===== src/rtl/dmem_wait_if.sv =====
// dmem_wait_if: request/response bus between a requester and the dmem_wait data memory
interface dmem_wait_if;
  logic req, we, sext, ready, done, fault;
  logic [1:0] size;
  logic [31:0] a, wd, rd;
  modport master(output req, we, size, sext, a, wd, input ready, done, rd, fault);
  modport slave(input req, we, size, sext, a, wd, output ready, done, rd, fault);
endinterface


===== src/rtl/dmem_wait.sv =====
// dmem_wait: single-port byte/half/word data memory with programmable wait states
module dmem_wait #(
  parameter int DEPTH = 64,
  parameter int LATENCY = 2
) (
  input logic clk,
  input logic reset,
  dmem_wait_if.slave bus
);
  localparam int AW = $clog2(DEPTH);
  if (LATENCY < 0 || LATENCY > 15) begin : g_bad_latency
    $error("dmem_wait: LATENCY must be 0..15");
  end
  if (DEPTH < 4 || (1 << AW) != DEPTH) begin : g_bad_depth
    $error("dmem_wait: DEPTH must be a power of 2 and >= 4");
  end
  typedef enum logic {IDLE, BUSY} state_t;
  state_t state;
  logic [3:0] cnt;
  logic c_we, c_sext;
  logic [1:0] c_size;
  logic [31:0] c_a, c_wd;
  logic u_we, u_sext;
  logic [1:0] u_size;
  logic [31:0] u_a, u_wd;
  logic go, flt;
  logic [AW-1:0] idx;
  logic [31:0] word, ld, wdata;
  logic [3:0] wmask;
  logic [7:0] b;
  logic [15:0] h;
  logic [31:0] mem [DEPTH];
  // With zero wait states the access completes on the accept edge using the live inputs.
  always_comb begin
    u_we = state == IDLE ? bus.we : c_we;
    u_sext = state == IDLE ? bus.sext : c_sext;
    u_size = state == IDLE ? bus.size : c_size;
    u_a = state == IDLE ? bus.a : c_a;
    u_wd = state == IDLE ? bus.wd : c_wd;
    go = state == IDLE ? bus.req && LATENCY == 0 : cnt == 4'd1;
    flt = (&u_size) | (u_size == 2'd1 && u_a[0]) | (u_size == 2'd2 && |u_a[1:0]) | (|u_a[31:AW+2]);
    idx = u_a[AW+1:2];
    word = mem[idx];
    b = word[{u_a[1:0], 3'b000} +: 8];
    h = u_a[1] ? word[31:16] : word[15:0];
    ld = u_size == 2'd0 ? {{24{u_sext & b[7]}}, b} : u_size == 2'd1 ? {{16{u_sext & h[15]}}, h} : word;
    wmask = u_size == 2'd0 ? 4'b0001 << u_a[1:0] : u_size == 2'd1 ? {{2{u_a[1]}}, {2{~u_a[1]}}} : 4'hf;
    wdata = u_size == 2'd0 ? {4{u_wd[7:0]}} : u_size == 2'd1 ? {2{u_wd[15:0]}} : u_wd;
  end
  assign bus.ready = state == IDLE;
  always_ff @(posedge clk) begin
    if (reset) begin
      state <= IDLE;
      cnt <= '0;
      bus.done <= 1'b0;
      bus.fault <= 1'b0;
      bus.rd <= '0;
    end else begin
      bus.done <= go;
      bus.fault <= go & flt;
      if (go && !u_we) bus.rd <= flt ? '0 : ld;
      if (state == IDLE) begin
        if (bus.req && LATENCY != 0) begin
          state <= BUSY;
          cnt <= 4'(LATENCY);
          c_we <= bus.we;
          c_sext <= bus.sext;
          c_size <= bus.size;
          c_a <= bus.a;
          c_wd <= bus.wd;
        end
      end else begin
        cnt <= cnt - 4'd1;
        if (cnt == 4'd1) state <= IDLE;
      end
    end
  end
  always_ff @(posedge clk) begin
    if (go && u_we && !flt && !reset)
      for (int k = 0; k < 4; k++)
        if (wmask[k]) mem[idx][8*k +: 8] <= wdata[8*k +: 8];
  end
endmodule


===== src/flat_wrapper.sv =====
// flat-port wrapper written by rule: the top's interface ports become plain ports
module dmem_wait_flat 
#(
  parameter int DEPTH = 64,
  parameter int LATENCY = 2
)
  (clk, reset, bus_req, bus_we, bus_size, bus_sext, bus_a, bus_wd, bus_ready, bus_done, bus_rd, bus_fault);
  dmem_wait_if bus_i ();
  input logic clk;
  input logic reset;
  input wire logic [$bits(bus_i.req)-1:0] bus_req;
  input wire logic [$bits(bus_i.we)-1:0] bus_we;
  input wire logic [$bits(bus_i.size)-1:0] bus_size;
  input wire logic [$bits(bus_i.sext)-1:0] bus_sext;
  input wire logic [$bits(bus_i.a)-1:0] bus_a;
  input wire logic [$bits(bus_i.wd)-1:0] bus_wd;
  output wire logic [$bits(bus_i.ready)-1:0] bus_ready;
  output wire logic [$bits(bus_i.done)-1:0] bus_done;
  output wire logic [$bits(bus_i.rd)-1:0] bus_rd;
  output wire logic [$bits(bus_i.fault)-1:0] bus_fault;
  assign bus_i.req = bus_req;
  assign bus_i.we = bus_we;
  assign bus_i.size = bus_size;
  assign bus_i.sext = bus_sext;
  assign bus_i.a = bus_a;
  assign bus_i.wd = bus_wd;
  assign bus_ready = bus_i.ready;
  assign bus_done = bus_i.done;
  assign bus_rd = bus_i.rd;
  assign bus_fault = bus_i.fault;
  dmem_wait #(.DEPTH(DEPTH), .LATENCY(LATENCY)) u_core (.clk(clk), .reset(reset), .bus(bus_i));
endmodule

===== config.mk =====
export PLATFORM = sky130hd
export DESIGN_NAME = dmem_wait_flat
export DESIGN_NICKNAME = d
export VERILOG_FILES = /design/src/rtl/dmem_wait_if.sv /design/src/rtl/dmem_wait.sv /design/src/flat_wrapper.sv
export SDC_FILE = /design/constraint.sdc
export NUM_CORES = 2
export LEC_CHECK = 0
export CAP_MARGIN = 10
export CORE_UTILIZATION = 55
export CTS_CLUSTER_DIAMETER = 120
export DETAILED_ROUTE_END_ITERATION = 7
export GPL_ROUTABILITY_DRIVEN = 0
export PLACE_DENSITY = 0.73
export SYNTH_ARGS = -nofsm -noshare
export SYNTH_HDL_FRONTEND = slang
export SYNTH_SLANG_ARGS = --single-unit

===== constraint.sdc =====
create_clock -name clk -period 5.85 [get_ports clk]
set_clock_uncertainty 0.2 [all_clocks]
set_input_delay 0.8775 -clock clk [delete_from_list [all_inputs] [get_ports clk]]
set_output_delay 0.8775 -clock clk [all_outputs]
set_load 0.01 [all_outputs]

=== Word-level counts from Yosys, hierarchy flattened ===
Memories as Yosys holds them, arrays and structs flattened.
Index checks and enable logic that the tools add are counted.
W data, S select, Z words.

* Register bits: 107
* Bits in writable memories: 2048
* Output and inout bits: 35
* Memories kept: 1
* Logic and storage cells: 72

* Add/subtract/negate cells: 1
* Shifts and indexed selects: 2
* Bitwise operators: 9
* Reductions and logical operators: 15
* Eq/ne operators: 3
* Multiplexer cells: 31

{| class="wikitable"
|+ Memory list
! memory !! depth !! width !! rd ports !! clocked after memory_dff !! wr ports !! line !! source
|-
| u_core.mem || 64 || 32 || 1 || 0 || 1 || dmem_wait.sv:32 || <nowiki>logic [31:0] mem [DEPTH];</nowiki>
|}

{| class="wikitable"
|+ Operator list
! kind !! count
|-
| $mux W32 || 7
|-
| $shiftx A32 B6 Y8 || 1
|-
| $reduce_or A24 Y1 || 1
|-
| $mux W1 || 18
|-
| $mux W16 || 1
|-
| $mux W4 || 4
|-
| $logic_and A1 B1 Y1 || 6
|-
| $eq A4 B1 Y1 const B || 1
|-
| $shl A1 B2 Y4 const A || 1
|-
| $sub A4 B1 Y4 const B || 1
|-
| $and A1 B1 Y1 || 3
|-
| $logic_not A1 Y1 || 3
|-
| $not A1 Y1 || 3
|-
| $or A1 B1 Y1 || 3
|-
| $reduce_and A3 Y1 || 1
|-
| $eq A2 B1 Y1 const B || 1
|-
| $eq A2 B2 Y1 const B || 1
|-
| $logic_not A2 Y1 || 1
|-
| $mux W2 || 1
|-
| $reduce_and A2 Y1 || 1
|-
| $reduce_bool A2 Y1 || 1
|-
| $reduce_or A2 Y1 || 1
|}

=== Logic depth before layout (Yosys ltp) ===
* Depth after elaboration: 11
* Depth in mapped cells: 18
* Depth with buffers taken out: 10

=== Worst setup path before layout ===
OpenSTA, ideal clock, no wires.

* Path kind: reg-to-reg
* From: reg u_core.state
* To: mem u_core.mem[0][26], data pin
* Path buffers: 6
* Data arrival time: 5.276 ns
* Stages on the path, launching flop included: 10
* Data required time: 4.948 ns
* Path slack: -0.328 ns
* Clock period less this slack: 6.178 ns
* Cells stage by stage: dfxtp_1 buf_6 buf_4 buf_2 buf_2 buf_1 buf_1 mux2_2 o21ai_0 o21ai_0

* Elaborated cells on any way between the ends: 6
* Classes of those cells: eq/ne: 1; mux: 4; reduce/logical: 1

{| class="wikitable"
|+ RTL lines
! item !! line !! source
|-
| start: declaration || dmem_wait.sv:18 || <nowiki>state_t state;</nowiki>
|-
| start signal: assignment || dmem_wait.sv:53 || <nowiki>state <= IDLE;</nowiki>
|-
| start signal: assignment || dmem_wait.sv:64 || <nowiki>state <= BUSY;</nowiki>
|-
| start signal: assignment || dmem_wait.sv:74 || <nowiki>if (cnt == 4'd1) state <= IDLE;</nowiki>
|-
| $mux W32 || dmem_wait.sv:39 || <nowiki>u_wd = state == IDLE ? bus.wd : c_wd;</nowiki>
|-
| net u_core.u_wd[2] || dmem_wait.sv:25 || <nowiki>logic [31:0] u_a, u_wd;</nowiki>
|-
| $mux W32 || dmem_wait.sv:48 || <nowiki>wdata = u_size == 2'd0 ? {4{u_wd[7:0]}} : u_size == 2'd1 ? {2{u_wd[15:0]}} : u_wd;</nowiki>
|-
| net u_core.wdata[26] || dmem_wait.sv:28 || <nowiki>logic [31:0] word, ld, wdata;</nowiki>
|-
| end: declaration || dmem_wait.sv:32 ||
|}

The timed path passes the listed nets, and every way through them passes these cells.

=== Final worst setup path ===
* From: reg u_core.state
* To: reg u_core.bus.rd[10]

* Word-level cells in the longest chain between the ends: 7
* Elaborated cells on any way between the ends: 25
* Classes of those cells: eq/ne: 2; shift: 1; mux: 9; bitwise: 4; reduce/logical: 8; memory: 1

{| class="wikitable"
|+ Ends and longest elaborated chain
! item !! line !! source
|-
| branches (longest 7 deep; another with $mem_v2 Z64 W32) || -- ||
|-
| end signal: assignment || dmem_wait.sv:61 || <nowiki>if (go && !u_we) bus.rd <= flt ? '0 : ld;</nowiki>
|-
| end: declaration || dmem_wait_if.sv:7 || <nowiki>modport slave(input req, we, size, sext, a, wd, output ready, done, rd, fault);</nowiki>
|}

Several ways; the timed one is not identified.
A chain may end at the register's enable or synchronous reset.

==> impl_results.md <==
* Final #Nets at 5917
* RSZ-0062 raised after global routing: false
* Root buffer cell: clkbuf_16
* Fin worst setup slack at 0.491 ns
* Worst setup path start: u_core.state
* Post-Syn Instances at ~5400
* Ratio of cells with drive above 1 in the final layout at 0.167
* Register area at between 0.06 and 0.07 mm2
* R2R setup slack at 0.49 ns
* Final worst path period share at 0.916
* Synth Flop Type: edfxtp_1
* Initial Utilization at 0.554
* Fin crit period at around 5.4 ns
* Max-slew violations at 0
* Hold Vio Cnt, Final at 0
* Syn Area/Cell at 15.5 um2
* DR DRC count at 0
* Number of flops mapped to enable cells by yosys at 2116
* Slew at the pin closest to its max-slew limit at 1.43 ns
* Capturing point of the worst reg2reg path: u_core.bus.rd[10]
* Critical path startpoint category: register
* Filler instances at 10100
* Clock sinks at 2155
* Gr ovfl total at 0
* Post-CTS Hold Fix Bufs at 0
* WHS at 0.281 ns
* Sum Neg Setup Slack at 0 ns
* Rel. slew slack at 0.0496
* CTS Buffer Depth at 3
* Drt pass-1 iters at 8
* Grt met3 use at 0.116
* Number of global-route vias before repair at between 50000 and 60000
* Dpl ws at ~0.094 ns
* Worst setup EP type: register
* Global Route met1 Usage at 0.454
* Via count at 56900
* Post-Syn Area at 0.0830 mm2
* P per Cell Area at 344 mW/mm2
* Antenna viol nets, final at 0
* Total wire length at 274 mm
* Leakage at 31.4 nW
* Worst vdd ir at between 300 and 400 uV
* WL/cell at ~34 um
* Worst-path fanout max at 66
* Tot GR Track Use at 0.355
* M2 GR Usage at 0.529
* Critical path class: register to register
* Initial DRC Count at 10300
* Outcome: completed
* Global route hottest layer: met2
* CP required at 6.35 ns
* Origin of the critical flop-to-flop path: u_core.state
* Count of different cell masters after synthesis at 98
* Clk_lat worst skew at approximately 0.84 ns
* Area delta synth->final at 16.4%
* Internal Power at around 25 mW
* H-Tree Depth at 4
* Max-cap violations at 0
* Post-CTS setup buffers at 0
* I/O pin total at 106
* Fmax at about 0.19 GHz
* YS warnings at 0
* Initial antenna violation count at 13
* Setup crit end: u_core.bus.rd[10]
* Setup-failing EPs final at 0
* CP arrival at 5.86 ns
* Switch Pwr at approximately 8 mW
* Seq pwr share at 0.522
* Area of the multi-input gates at 0.0170 mm2
* Largest net degree at the start of global routing at 92
* Final core occ at 0.645
* Sw Share at 0.237
* Worst min path class: register to register
* R2R depth at 12
* TritonCTS Buffers at 204
* FF+latch count, synth at about 2200
* Core area at 0.150 mm2
* Die area at 0.152 mm2
* First-pass GRT wire length at 387 mm
* Final Power at 33.2 mW
* Async S/R FF share, synth at 0
* PortBufs at approximately 110
* TritonCTS clock tree: yes
* Clock Pin Slew Worst Setup and Hold Paths at 0.07 ns
* Clock network power share at 0.391
* Cts repair resizes at 0
* Die Y at 390 um
* Detailed placement HPWL at 169 mm
* Post-synthesis sequential area ratio at 0.775
* Core Rows at 142
* Via density per instance at 7.08
* Mapped Nets at approximately 5400
* Die W at 390 um
* Power share of the combinational group at 0.087
==> cells in the mapped netlist (43+ instances only) <==
master | number | area share
nand3_1 | 70 | 0.0042
o221ai_1 | 70 | 0.0074
nand2_1 | 373 | 0.017
o22a_1 | 48 | 0.0051
mux2i_1 | 61 | 0.0074
buf_1 | 66 | 0.0030
edfxtp_1 | 2116 | 0.77
o41ai_1 | 43 | 0.0045
nor2_1 | 216 | 0.0098
buf_2 | 157 | 0.0095
o21ai_0 | 79 | 0.0048
nor3_1 | 319 | 0.019
clkbuf_1 | 163 | 0.0074
nor4_1 | 54 | 0.0041
o22ai_1 | 499 | 0.038
a21oi_1 | 363 | 0.022
==> critical path, cell delays in order (launching register included) <==
cell	delay [ns]
dfxtp_4	0.58
or4bb_2	0.82
and2_4	0.63
buf_12	0.34
o22ai_1	0.12
or4_1	0.49
a222oi_1	0.43
nand3_1	0.31
buf_4	0.25
a311oi_4	0.34
buf_4	0.17
a32oi_1	0.15
o21ai_0	0.32
==> state kept, by name, summed over array words and instances (netlist names) <==
signal            count
u_core.c_wd          32
u_core.c_sext         1
u_core.state          1
u_core.c_we           1
u_core.bus.rd        32
u_core.bus.fault      1
u_core.bus.done       1
u_core.mem         2048
u_core.cnt            4
u_core.c_a           32
u_core.c_size         2
==> cell type report <==
type,instances,area share
clock inverter,120,0.0117
tap,2016,0.0261
antenna,12,0.000311
inverter,37,0.00144
sequential,2155,0.666
multi-input combinational,2751,0.176
clock buffer,253,0.0556
timing repair buffer,695,0.0626
==> metal layers <==
metal | vias up | share of wire
li1 | 22600 | -
met1 | 27900 | 0.33
met2 | 5306 | 0.44
met3 | 1091 | 0.16
met4 | 14 | 0.071
met5 | - | 0.00083
==> worst min path at each step <==
stage | startpoint | to | slack [ns] | depth (start not counted)
global placement | u_core.bus.rd[24] | u_core.bus.rd[24] | 0.26 | 2
finish | u_core.bus.rd[24] | u_core.bus.rd[24] | 0.28 | 2
floorplan | u_core.cnt[3] | u_core.cnt[3] | 0.25 | 1
detailed placement | u_core.bus.rd[24] | u_core.bus.rd[24] | 0.27 | 2
CTS | u_core.bus.rd[24] | u_core.bus.rd[24] | 0.28 | 2
global route | u_core.bus.rd[24] | u_core.bus.rd[24] | 0.30 | 2
==> cell usage in the layout, fill, tap and decap left out, types with 35 or more instances in the layout <==
| cell | instances |
|---|---|
| a21oi_1 | 349 |
| o221ai_1 | 70 |
| o41ai_1 | 42 |
| o22ai_1 | 499 |
| dfxtp_1 | 38 |
| nor3_1 | 319 |
| buf_4 | 545 |
| nor2_1 | 213 |
| nor4_1 | 53 |
| or4_1 | 38 |
| a31oi_1 | 35 |
| clkinv_1 | 52 |
| o22a_1 | 48 |
| inv_1 | 37 |
| clkbuf_16 | 207 |
| clkbuf_1 | 45 |
| and3_1 | 35 |
| edfxtp_1 | 2116 |
| nand3_1 | 70 |
| clkdlybuf4s50_1 | 105 |
| nand2_1 | 362 |
| buf_12 | 45 |
| mux2i_1 | 60 |
| o21ai_0 | 64 |
==> per-stage QoR <==
stage	cells	area [um2]
2_1_floorplan	5364	83000
3_3_place_gp	7654	90000
3_5_place_dp	7654	90000
4_1_cts	8027	96500
5_1_grt	8027	96500
6_report	8039	96500
==> power groups by stage <==
stage	clock (mW)	combinational (mW)	sequential [mW]
final	13.0	2.90	17.4
after global routing	13.6	2.92	17.4
after CTS	13.0	2.76	17.4
after detailed placement	0	2.75	17.7
after global placement	0	2.69	17.7
after floorplan	0	1.33	17.7
==> kinds of logic after synthesis <==
group,Yosys count,share of synthesized area
simple gates,1238,0.0729
mux,81,0.0103
compound gates,1430,0.115
flops,2155,0.775
buf+inv,458,0.0259
fa+ha+maj,2,0.000302
Power figures use the tool's default switching activity.
